[config.mk]
export PLATFORM = sky130hd
export DESIGN_NAME = ahb_lite_single_master
export DESIGN_NICKNAME = d
export VERILOG_FILES = /design/src/rtl/ahb_lite_pkg.sv /design/src/rtl/ahb_lite_single_master.sv
export SDC_FILE = /design/constraint.sdc
export NUM_CORES = 1
export LEC_CHECK = 0
export BUFFER_PORTS_ARGS = -buffer_cell sky130_fd_sc_hd__buf_2
export CORE_MARGIN = 2
export CORE_UTILIZATION = 52
export CTS_CLUSTER_SIZE = 8
export DETAILED_ROUTE_END_ITERATION = 6
export GPL_TIMING_DRIVEN = 1
export HOLD_SLACK_MARGIN = 0.03
export MAX_ROUTING_LAYER = met4
export PLACE_DENSITY = 0.88
export SYNTH_ARGS = -nofsm -noshare
export SYNTH_HDL_FRONTEND = slang
export SYNTH_SLANG_ARGS = --single-unit
[constraint.sdc]
create_clock -name I_ahb_clk -period 5 [get_ports I_ahb_clk]
set_input_delay 1 -clock I_ahb_clk [delete_from_list [all_inputs] [get_ports I_ahb_clk]]
set_output_delay 1 -clock I_ahb_clk [all_outputs]
set_load 0.01 [all_outputs]
[src/rtl/ahb_lite_pkg.sv]
// Shared AHB-Lite encodings and the initiator's state type.
package ahb_lite_pkg;

    localparam logic [1:0] HTRANS_IDLE     = 2'b00;
    localparam logic [1:0] HTRANS_NONSEQ   = 2'b10;

    localparam logic [2:0] HSIZE_WORD      = 3'b010;
    localparam logic [2:0] HBURST_SINGLE   = 3'b000;
    localparam logic [3:0] HPROT_DATA_PRIV = 4'b0011;

    localparam logic [1:0] HRESP_OKAY      = 2'b00;
    localparam logic [1:0] HRESP_ERROR     = 2'b01;

    typedef enum logic [1:0] {
        IDLE = 2'b00,
        ADDR = 2'b01,
        DATA = 2'b10,
        RESP = 2'b11
    } state_t;

endpackage

[src/rtl/ahb_lite_single_master.sv]
// Single-outstanding AHB-Lite initiator: one valid/ready command becomes one
// word-sized SINGLE transfer, answered by a one-cycle response pulse.
module ahb_lite_single_master
    import ahb_lite_pkg::*;
#(
    parameter int unsigned TIMEOUT_CYC = 256,
    parameter int unsigned TO_W        = 9
) (
    input  logic        I_ahb_clk,
    input  logic        I_rst,
    input  logic        I_cmd_valid,
    output logic        O_cmd_ready,
    input  logic        I_cmd_write,
    input  logic [31:0] I_cmd_addr,
    input  logic [31:0] I_cmd_wdata,
    output logic        O_rsp_valid,
    output logic [31:0] O_rsp_rdata,
    output logic        O_rsp_err,
    output logic        O_rsp_timeout,
    output logic [1:0]  O_ahb_htrans,
    output logic        O_ahb_hwrite,
    output logic [31:0] O_ahb_haddr,
    output logic [2:0]  O_ahb_hsize,
    output logic [2:0]  O_ahb_hburst,
    output logic [3:0]  O_ahb_hprot,
    output logic        O_ahb_hmastlock,
    output logic [31:0] O_ahb_hwdata,
    input  logic [31:0] I_ahb_hrdata,
    input  logic [1:0]  I_ahb_hresp,
    input  logic        I_ahb_hready
);

    localparam logic [TO_W-1:0] TO_LIMIT = TO_W'(TIMEOUT_CYC);

    state_t      state_q, state_d;
    logic [TO_W-1:0] cnt_q, cnt_d;
    logic [31:0] wdata_q, wdata_d;
    logic [1:0]  htrans_q, htrans_d;
    logic        hwrite_q, hwrite_d;
    logic [31:0] haddr_q, haddr_d;
    logic [31:0] hwdata_q, hwdata_d;
    logic        rsp_valid_q, rsp_valid_d;
    logic [31:0] rsp_rdata_q, rsp_rdata_d;
    logic        rsp_err_q, rsp_err_d;
    logic        rsp_timeout_q, rsp_timeout_d;
    logic        timed_out;
    logic [TO_W-1:0] cnt_inc;

    always_comb begin
        state_d       = state_q;
        cnt_d         = cnt_q;
        wdata_d       = wdata_q;
        htrans_d      = htrans_q;
        hwrite_d      = hwrite_q;
        haddr_d       = haddr_q;
        hwdata_d      = hwdata_q;
        rsp_valid_d   = 1'b0;
        rsp_rdata_d   = rsp_rdata_q;
        rsp_err_d     = rsp_err_q;
        rsp_timeout_d = rsp_timeout_q;
        timed_out     = (cnt_q == TO_LIMIT);
        cnt_inc       = timed_out ? cnt_q : cnt_q + TO_W'(1);

        case (state_q)
            IDLE: begin
                if (I_cmd_valid) begin
                    wdata_d = I_cmd_wdata;
                    cnt_d   = '0;
                    // Misaligned commands never reach the bus.
                    if (I_cmd_addr[1:0] != 2'b00) begin
                        state_d       = RESP;
                        rsp_valid_d   = 1'b1;
                        rsp_err_d     = 1'b1;
                        rsp_timeout_d = 1'b0;
                    end else begin
                        state_d  = ADDR;
                        htrans_d = HTRANS_NONSEQ;
                        haddr_d  = I_cmd_addr;
                        hwrite_d = I_cmd_write;
                    end
                end
            end
            ADDR: begin
                cnt_d = cnt_inc;
                if (I_ahb_hready) begin
                    state_d  = DATA;
                    htrans_d = HTRANS_IDLE;
                    hwdata_d = hwrite_q ? wdata_q : 32'h0;
                end else if (timed_out) begin
                    state_d       = RESP;
                    htrans_d      = HTRANS_IDLE;
                    rsp_valid_d   = 1'b1;
                    rsp_err_d     = 1'b1;
                    rsp_timeout_d = 1'b1;
                end
            end
            DATA: begin
                cnt_d = cnt_inc;
                // Completion takes priority over a watchdog expiring on the same edge.
                if (I_ahb_hready) begin
                    state_d       = RESP;
                    rsp_valid_d   = 1'b1;
                    rsp_err_d     = (I_ahb_hresp == HRESP_ERROR);
                    rsp_timeout_d = 1'b0;
                    if (!hwrite_q && (I_ahb_hresp != HRESP_ERROR)) begin
                        rsp_rdata_d = I_ahb_hrdata;
                    end
                end else if (timed_out) begin
                    state_d       = RESP;
                    rsp_valid_d   = 1'b1;
                    rsp_err_d     = 1'b1;
                    rsp_timeout_d = 1'b1;
                end
            end
            RESP: begin
                state_d = IDLE;
            end
            default: begin
                state_d = IDLE;
            end
        endcase
    end

    always_ff @(posedge I_ahb_clk) begin
        if (I_rst) begin
            state_q       <= IDLE;
            cnt_q         <= '0;
            htrans_q      <= HTRANS_IDLE;
            hwrite_q      <= 1'b0;
            haddr_q       <= 32'h0;
            hwdata_q      <= 32'h0;
            rsp_valid_q   <= 1'b0;
            rsp_rdata_q   <= 32'h0;
            rsp_err_q     <= 1'b0;
            rsp_timeout_q <= 1'b0;
        end else begin
            state_q       <= state_d;
            cnt_q         <= cnt_d;
            htrans_q      <= htrans_d;
            hwrite_q      <= hwrite_d;
            haddr_q       <= haddr_d;
            hwdata_q      <= hwdata_d;
            rsp_valid_q   <= rsp_valid_d;
            rsp_rdata_q   <= rsp_rdata_d;
            rsp_err_q     <= rsp_err_d;
            rsp_timeout_q <= rsp_timeout_d;
        end
    end

    always_ff @(posedge I_ahb_clk) begin
        wdata_q <= wdata_d;
    end

    assign O_cmd_ready     = (state_q == IDLE);
    assign O_rsp_valid     = rsp_valid_q;
    assign O_rsp_rdata     = rsp_rdata_q;
    assign O_rsp_err       = rsp_err_q;
    assign O_rsp_timeout   = rsp_timeout_q;
    assign O_ahb_htrans    = htrans_q;
    assign O_ahb_hwrite    = hwrite_q;
    assign O_ahb_haddr     = haddr_q;
    assign O_ahb_hwdata    = hwdata_q;
    assign O_ahb_hsize     = HSIZE_WORD;
    assign O_ahb_hburst    = HBURST_SINGLE;
    assign O_ahb_hprot     = HPROT_DATA_PRIV;
    assign O_ahb_hmastlock = 1'b0;

endmodule

# == Word-level counts from Yosys, hierarchy flattened ==
# Index checks and enable logic that the tools add are counted.
# word_totals
ff_bits,145
output_inout_bits,114
wordCells,73
inputBits,103
# op_classes
bitwise_logic,1
add_sub_neg,1
reduce_logical,15
eq_ne,12
n_mux,33
# op_table
op,count
32-bit 2-to-1 mux,1
2-bit 2-to-1 mux,9
9-bit 2-to-1 mux,2
9-bit one-hot mux with 2 select lines,1
1-bit 2-to-1 mux,15
"9-bit by 1-bit adder with 9-bit output, second input constant",1
"9-bit equality test, second input constant",1
1-bit one-hot mux with 3 select lines,3
3-bit AND reduction,3
"2-bit != test, second input constant",4
2-bit one-hot mux with 4 select lines,1
4-bit AND reduction,2
2-bit nonzero test,3
"2-bit by 1-bit equality test with 1-bit output, second input constant",2
"2-bit equality test, second input constant",2
"2-bit by 1-bit != test with 1-bit output, second input constant",2
2-bit one-hot mux with 2 select lines,1
2-bit AND reduction,2
"3-bit != test, second input constant",1
3-bit nonzero test,1
2-bit zero test,1
2-bit OR reduction,1
1-bit logical AND,1
1-bit zero test,1
1-bit inverter,1

# == Longest topological paths before layout ==
# Gate-level depths: netlist (run 1).
# depth
depth_word,4
mapped_depth,7

# == Worst setup path before layout (run 1) ==
# OpenSTA, ideal clock, no wires.
# synth_timing
path_kind,input to register
start,input port I_cmd_valid
end,"register wdata_q[0], enable pin"
setup_slack_ps,2871
path_buffers,0
path_stages,2
arrival_time_ps,1742
path_cell_list,nand2_1 inv_1
# synth_between
elab_chain_cells,1
# synth_rtl
element,line,source
from (decl),ahb_lite_single_master.sv:11,"input logic I_cmd_valid,"
2-bit AND reduction (no line),--,
to (signal assigned),ahb_lite_single_master.sv:151,wdata_q <= wdata_d;
to (decl),ahb_lite_single_master.sv:37,"logic [31:0] wdata_q, wdata_d;"
# No other way between the ends.
# A chain may end at the register's enable or synchronous reset.

# == Final worst setup path (run 1) ==
# layout_timing
start,register state_q[0]
end,output port O_cmd_ready
# layout_between
elab_chain_cells,1
# layout_rtl
element,line,source
from (decl),ahb_lite_single_master.sv:35,"state_t state_q, state_d;"
from (signal assigned),ahb_lite_single_master.sv:137,state_q <= state_d;
2-bit zero test,ahb_lite_single_master.sv:154,assign O_cmd_ready = (state_q == IDLE);
to (decl),ahb_lite_single_master.sv:12,"output logic O_cmd_ready,"
# No other way between the ends.

==> flow_metrics.tcl, run 1 <==
set metrics [dict create \
    die-area_sq_um 11200 \
    rows 37 \
    ys_seq_area_share_pct 59.5 \
    dp_hpwl_um 9260 \
    clkSinkCount 144 \
    post_drt_wl_per_cell_um 14.5 \
    fin_tns_setup_ns 0 \
    p_comb_share_pct 16.5 \
    hold_path_depth 2 \
    syn_inst 575 \
    drt_iter0_drc 305 \
    netSwitchingPower_w 0.000852 \
    p_clk_share_pct 39.1 \
    clk_pin_slew_ns 0.06 \
    cp.arrival_ns 1.75 \
    placedCellCount 877 \
    synth_cell_types 45 \
    dp_slack_ns 2.31 \
    antenna_found_initial 1 \
    path_cells "inv_1 -> ha_1 -> buf_2" \
    ir_drop_v 0.000266 \
    power.leakage_nw 2.94 \
    syn_area_sq_um 5380 \
    synthMuxAreaShare_pct 0.395 \
    fin_ws_ns 2.25 \
    track_usage_pct 24.1 \
    critPathMaxFanout 14 \
    h-tree-depth 4 \
    period_minus_slack_ns 2.75 \
    swShare_pct 27.2 \
    outcome "complete, no violations" \
    critPathMaxStageDelay_ns 0.51 \
    powerDensity_nw_per_um2 450 \
    rsz0062_at_grt "no" \
    die_h_um 106 \
    nets 869 \
    worstSetupPathType "reg2out" \
    period_share_pct 54.9 \
    dr.pass1.iters 6 \
    fin_cells 909 \
    synth_top_family_by_area "simple AND/OR/NAND/NOR gates" \
    worstRegToRegCells 6 \
    die_x_um 106 \
    drt-total-wl_um 13200 \
    clockRootBuffer "clkbuf_8" \
    grt_max_degree 56 \
    power.internal_w 0.00228 \
    p_seq_share_pct 44.4 \
    synth_compound_area_share_pct 11.9 \
    utilization_pct 68.3 \
    num_vias 4628 \
    tightest_slew_ns 1.20 \
    cp.required_ns 4.00 \
    cts_setup_buffers 0 \
    insertion_delay_ns 0.51 \
    slowest_stage "ha_1" \
    antenna_left 0 \
    maxSlewHeadroom_pct 20.0 \
    synth_area_leader_cell "dfxtp_1" \
    maxCapViolations 0 \
    holdWs_ns 0.448 \
    synth_most_common_cell "nand2_1" \
    cts_hold_repair.buffers 0 \
    drv_slew 0 \
    synth_edf_count 32 \
    ys_warn_count 0 \
    area_delta_synth_final_pct 29.2 \
    hp-class "reg2reg" \
    end_kind "output port" \
    max_freq_ghz 0.364 \
    startpoint_type "flip-flop" \
    synthAdderAreaFrac_pct 1.39 \
    tritoncts "done" \
    synth_top_area_share_pct 41.7 \
    drive_gt1_share_pct 31.7 \
    grt_pass1_wl_um 20800 \
    synth_common_cells "168 x nand2_1, 112 x dfxtp_1, 99 x a21oi_1, 34 x nand3_1, 32 x edfxtp_1" \
    synth-simple-area-share_pct 19.8 \
    first_global_vias 4419 \
    place_congestion 0.918 \
    cts_resized 0 \
    synth_area_leaders "dfxtp_1 42%, edfxtp_1 18%, nand2_1 12%" \
    coreArea_sq_um 10200 \
    hold_violations 0 \
    grt.overflow.total 0 \
    io_buffers 204 \
    clock_path_buffers 2 \
    async_reset_ff_share_pct 0 \
    drc 0 \
    yosys.area_share.xor_xnor_pct 1.14 \
    setup_viol 0 \
    avgSynthCellArea_sq_um 9.36 \
    start_util_pct 52.9 \
    skew_ns 0.00887 \
    viasPerCell 5.09 \
    synth-seq-cells 144 \
    ios 217 \
    synthFlopType "dfxtp_1" \
    cts-buffers-inserted 17 \
]
==> critical path: cells and delay by family (launching register included) <==
kind | cells | cell delay (ns)
adders and majority gates | 1 | 0.51
DFF | 1 | 0.36
buffers and inverters | 2 | 0.36
==> placed cells by master, fill, tap and decap left out, types with 2 or more instances in the layout <==
master     count
edfxtp_1      32
a311oi_1       3
nor2b_1        4
conb_1        12
clkbuf_16     17
nor2_1         9
nor3_1         2
o21ai_0        5
clkbuf_8       3
xor2_1         3
nor3b_1        4
nor4_2         2
nand3_1       34
buf_2        203
dfxtp_1      112
ha_1           6
a21oi_1       99
nor4b_4        2
nand4_1        3
clkinv_2       2
nand2_1      168
a31oi_1        2
clkinv_4       2
clkbuf_1       3
inv_1          8
buf_4          4
bufinv_16      2
xnor2_1        4
==> final timing paths <==
kind / to / slack (ns) / startpoint
worst max register to register: O_ahb_haddr[14]$_SDFFE_PP0P_ / 2.39 / state_q[0]$_SDFFE_PP0N_
worst max-delay path: O_cmd_ready / 2.25 / state_q[0]$_SDFFE_PP0N_
worst min register to register: O_ahb_hwdata[18]$_SDFFE_PP0P_ / 0.45 / O_ahb_hwdata[18]$_SDFFE_PP0P_
worst min-delay path: O_ahb_hwdata[18]$_SDFFE_PP0P_ / 0.45 / O_ahb_hwdata[18]$_SDFFE_PP0P_
==> power by group through the flow <==
stage,Combinational [W],Clock (W),Sequential [W]
final,0.000517,0.00122,0.00139
after global routing,0.000570,0.00130,0.00140
after CTS,0.000520,0.00124,0.00139
after detailed placement,0.000514,0,0.00141
after global placement,0.000500,0,0.00140
after floorplan,0.000331,0,0.00142
==> stage by stage <==
step	power [W]	cell area, sq um
floorplan	0.00175	5420
global placement	0.00190	6370
detailed placement	0.00193	6370
CTS	0.00315	6950
global route	0.00327	6950
finish	0.00313	6950
==> flip-flops by register name, indices dropped and copies added, names as in the netlist <==
register / cells
O_ahb_haddr: 32
O_ahb_hwrite: 1
O_ahb_hwdata: 32
O_rsp_valid: 1
O_rsp_err: 1
O_rsp_timeout: 1
state_q: 2
O_rsp_rdata: 32
O_ahb_htrans: 1
wdata_q: 32
cnt_q: 9
==> kinds of logic (layout without fill, tap and decap cells) <==
logic type / Yosys count / count (layout)
AO/OA/AOI/OAI: 118 / 118
XOR/XNOR: 7 / 7
adder cells (fa/ha/maj): 6 / 6
buffers and inverters: 59 / 246
flip-flops: 144 / 144
multiplexers: 2 / 2
other: 2 / 13
AND/OR/NAND/NOR: 237 / 237
==> final cells by class <==
class | count | area, sq um
flip-flops and latches | 144 | 3200
inverters | 8 | 30.0
fillers | 799 | 3230
repair buffers | 207 | 1050
well taps | 136 | 170
clock buffers | 23 | 478
multi-input cells | 382 | 1920
diodes | 1 | 2.50
clock inverters | 8 | 104
==> layer usage <==
layer  GRT usage, %  vias up  part of all wire [%]
li1               -     2280                     -
met2           38.8      205                    50
met1           28.1     2123                    40
met5              -        -                     0
met3           7.67       20                   7.5
met4           9.40        0                   1.9
No activity file was read; power rests on OpenSTA's default activity.
==> run 2, diff against run 1 <==
--- a/config.mk
+++ b/config.mk
@@ -7,13 +7,13 @@
 export LEC_CHECK = 0
 export BUFFER_PORTS_ARGS = -buffer_cell sky130_fd_sc_hd__buf_2
 export CORE_MARGIN = 2
-export CORE_UTILIZATION = 52
+export CORE_UTILIZATION = 43
 export CTS_CLUSTER_SIZE = 8
 export DETAILED_ROUTE_END_ITERATION = 6
 export GPL_TIMING_DRIVEN = 1
 export HOLD_SLACK_MARGIN = 0.03
 export MAX_ROUTING_LAYER = met4
-export PLACE_DENSITY = 0.88
+export PLACE_DENSITY = 0.78
 export SYNTH_ARGS = -nofsm -noshare
 export SYNTH_HDL_FRONTEND = slang
 export SYNTH_SLANG_ARGS = --single-unit
==> constraint.sdc (replaced) <==
create_clock -name I_ahb_clk -period 2.3 [get_ports I_ahb_clk]
set_input_delay 0.46 -clock I_ahb_clk [delete_from_list [all_inputs] [get_ports I_ahb_clk]]
set_output_delay 0.46 -clock I_ahb_clk [all_outputs]
set_load 0.01 [all_outputs]
==> flow_metrics.tcl, run 2 (synthesis gave the netlist of run 1 again) <==
set metrics [dict create \
    outcome "complete, no violations" \
    maxCapViolations 0 \
    ios 217 \
    die-area_sq_um 13400 \
    fin_tns_setup_ns 0 \
    drive_gt1_share_pct 32.5 \
    dr.pass1.iters 4 \
    drv_slew 0 \
    start_util_pct 44.4 \
    p_seq_share_pct 43.7 \
    h-tree-depth 4 \
    critPathMaxFanout 14 \
    antennaDiodeCount 0 \
    ir_drop_v 0.000725 \
    rows 40 \
    cts_setup_buffers 0 \
    cts_resized 0 \
    rsz0062_at_grt "no" \
    tritoncts "done" \
    drt-total-wl_um 12800 \
    die_h_um 116 \
    place_congestion 0.743 \
    setup_viol 0 \
    clk_pin_slew_ns 0.06 \
    clockRootBuffer "clkbuf_16" \
    drt_iter0_drc 227 \
    tightest_slew_ns 0.526 \
    clock_path_buffers 2 \
    cp.arrival_ns 1.58 \
    power.internal_w 0.00502 \
    maxSlewHeadroom_pct 64.9 \
    power_w 0.00686 \
    final_cell_mix "203 x buf_2, 168 x nand2_1, 112 x dfxtp_1" \
    power.leakage_nw 2.99 \
    coreArea_sq_um 12100 \
    powerDensity_nw_per_um2 970 \
    netSwitchingPower_w 0.00184 \
    hp-class "in2reg" \
    worstSetupPathType "reg2out" \
    grt_pass1_wl_um 19200 \
    first_global_vias 4127 \
    drc 0 \
    p_comb_share_pct 16.7 \
    nets 875 \
    insertion_delay_ns 0.41 \
    max_freq_ghz 0.491 \
    startpoint_type "flip-flop" \
    io_buffers 204 \
    cp.required_ns 1.84 \
    met2_length_um 6300 \
    die_x_um 116 \
    area_delta_synth_final_pct 31.4 \
    skew_ns 0.00588 \
    antenna_left 0 \
    num_vias 4580 \
    hold_violations 0 \
    antenna_found_initial 0 \
    clkSinkCount 144 \
    period_minus_slack_ns 2.04 \
    wl_met3_um 1010 \
    wl_met1_um 5290 \
    grt_max_degree 44 \
    viasPerCell 4.84 \
    p_clk_share_pct 39.6 \
    swShare_pct 26.8 \
    layout_commonest_cell "buf_2" \
    period_share_pct 88.5 \
    dp_hpwl_um 8800 \
    cts-buffers-inserted 17 \
    post_drt_wl_per_cell_um 13.5 \
    track_usage_pct 19.0 \
    cts_hold_repair.buffers 0 \
    grt.overflow.total 0 \
    highest_layer "met4" \
    end_kind "output port" \
]
==> run 2: cell types whose count changed in the layout (fill, tap and decap cells not counted), sizes merged <==
cell	previous run	this run
buf	207	213
clkinv	4	7
diode	1	0
clkinvlp	1	0
inv	9	8
==> run 2: worst paths after layout <==
check / from / endpoint / slack (ns) / cells after the start
setup / recovery: state_q[0]$_SDFFE_PP0N_ / O_cmd_ready / 0.26 / 3
hold / removal: I_cmd_wdata[27] / wdata_q[27]$_DFFE_PP_ / 0.22 / 1
setup reg to reg: state_q[0]$_SDFFE_PP0N_ / cnt_q[7]$_SDFFE_PP0P_ / 0.36 / 6
hold reg to reg: O_ahb_hwdata[27]$_SDFFE_PP0P_ / O_ahb_hwdata[27]$_SDFFE_PP0P_ / 0.45 / 2
==> run 2: power by group through the flow <==
| stage | logic (W) | registers, W | clock network, W |
|---|---|---|---|
| 2_1_floorplan | 0.000719 | 0.00309 | 0 |
| 3_3_place_gp | 0.00114 | 0.00304 | 0 |
| 3_5_place_dp | 0.00115 | 0.00306 | 0 |
| 4_1_cts | 0.00116 | 0.00300 | 0.00277 |
| 5_1_grt | 0.00128 | 0.00303 | 0.00288 |
| 6_report | 0.00115 | 0.00300 | 0.00271 |
==> run 2: metrics by stage <==
stage	setup WS [ns]	instances	util (%)	hold WS, ns	cell area [sq um]
floorplan	0.431	585	-	0.476	5420
global route	0.168	947	58.4	0.198	7070
CTS	0.261	947	58.4	0.198	7070
finish	0.264	947	58.4	0.219	7070
detailed placement	0.382	915	53.5	0.443	6480
global placement	0.443	915	53.5	0.436	6480
==> run 2: layout make-up <==
| class | instances | area (sq um) |
|---|---|---|
| Fill cell | 1083 | 5040 |
| Sequential cell | 144 | 3200 |
| Timing Repair Buffer | 213 | 1120 |
| Clock buffer | 23 | 488 |
| Tap cell | 168 | 210 |
| Multi-Input combinational cell | 382 | 1920 |
| Clock inverter | 9 | 106 |
| Inverter | 8 | 30.0 |
==> run 2: layer usage <==
metal  track usage (%)  vias up
met2              31.6      172
met4              7.78        0
met5                 -        -
met3              6.22       22
li1                  -     2289
met1              21.0     2097
==> run 2: critical path, cell delays in order (launching register included) <==
cell and delay [ns]:
dfxtp_1 0.35, inv_1 0.10, ha_1 0.48, buf_2 0.23
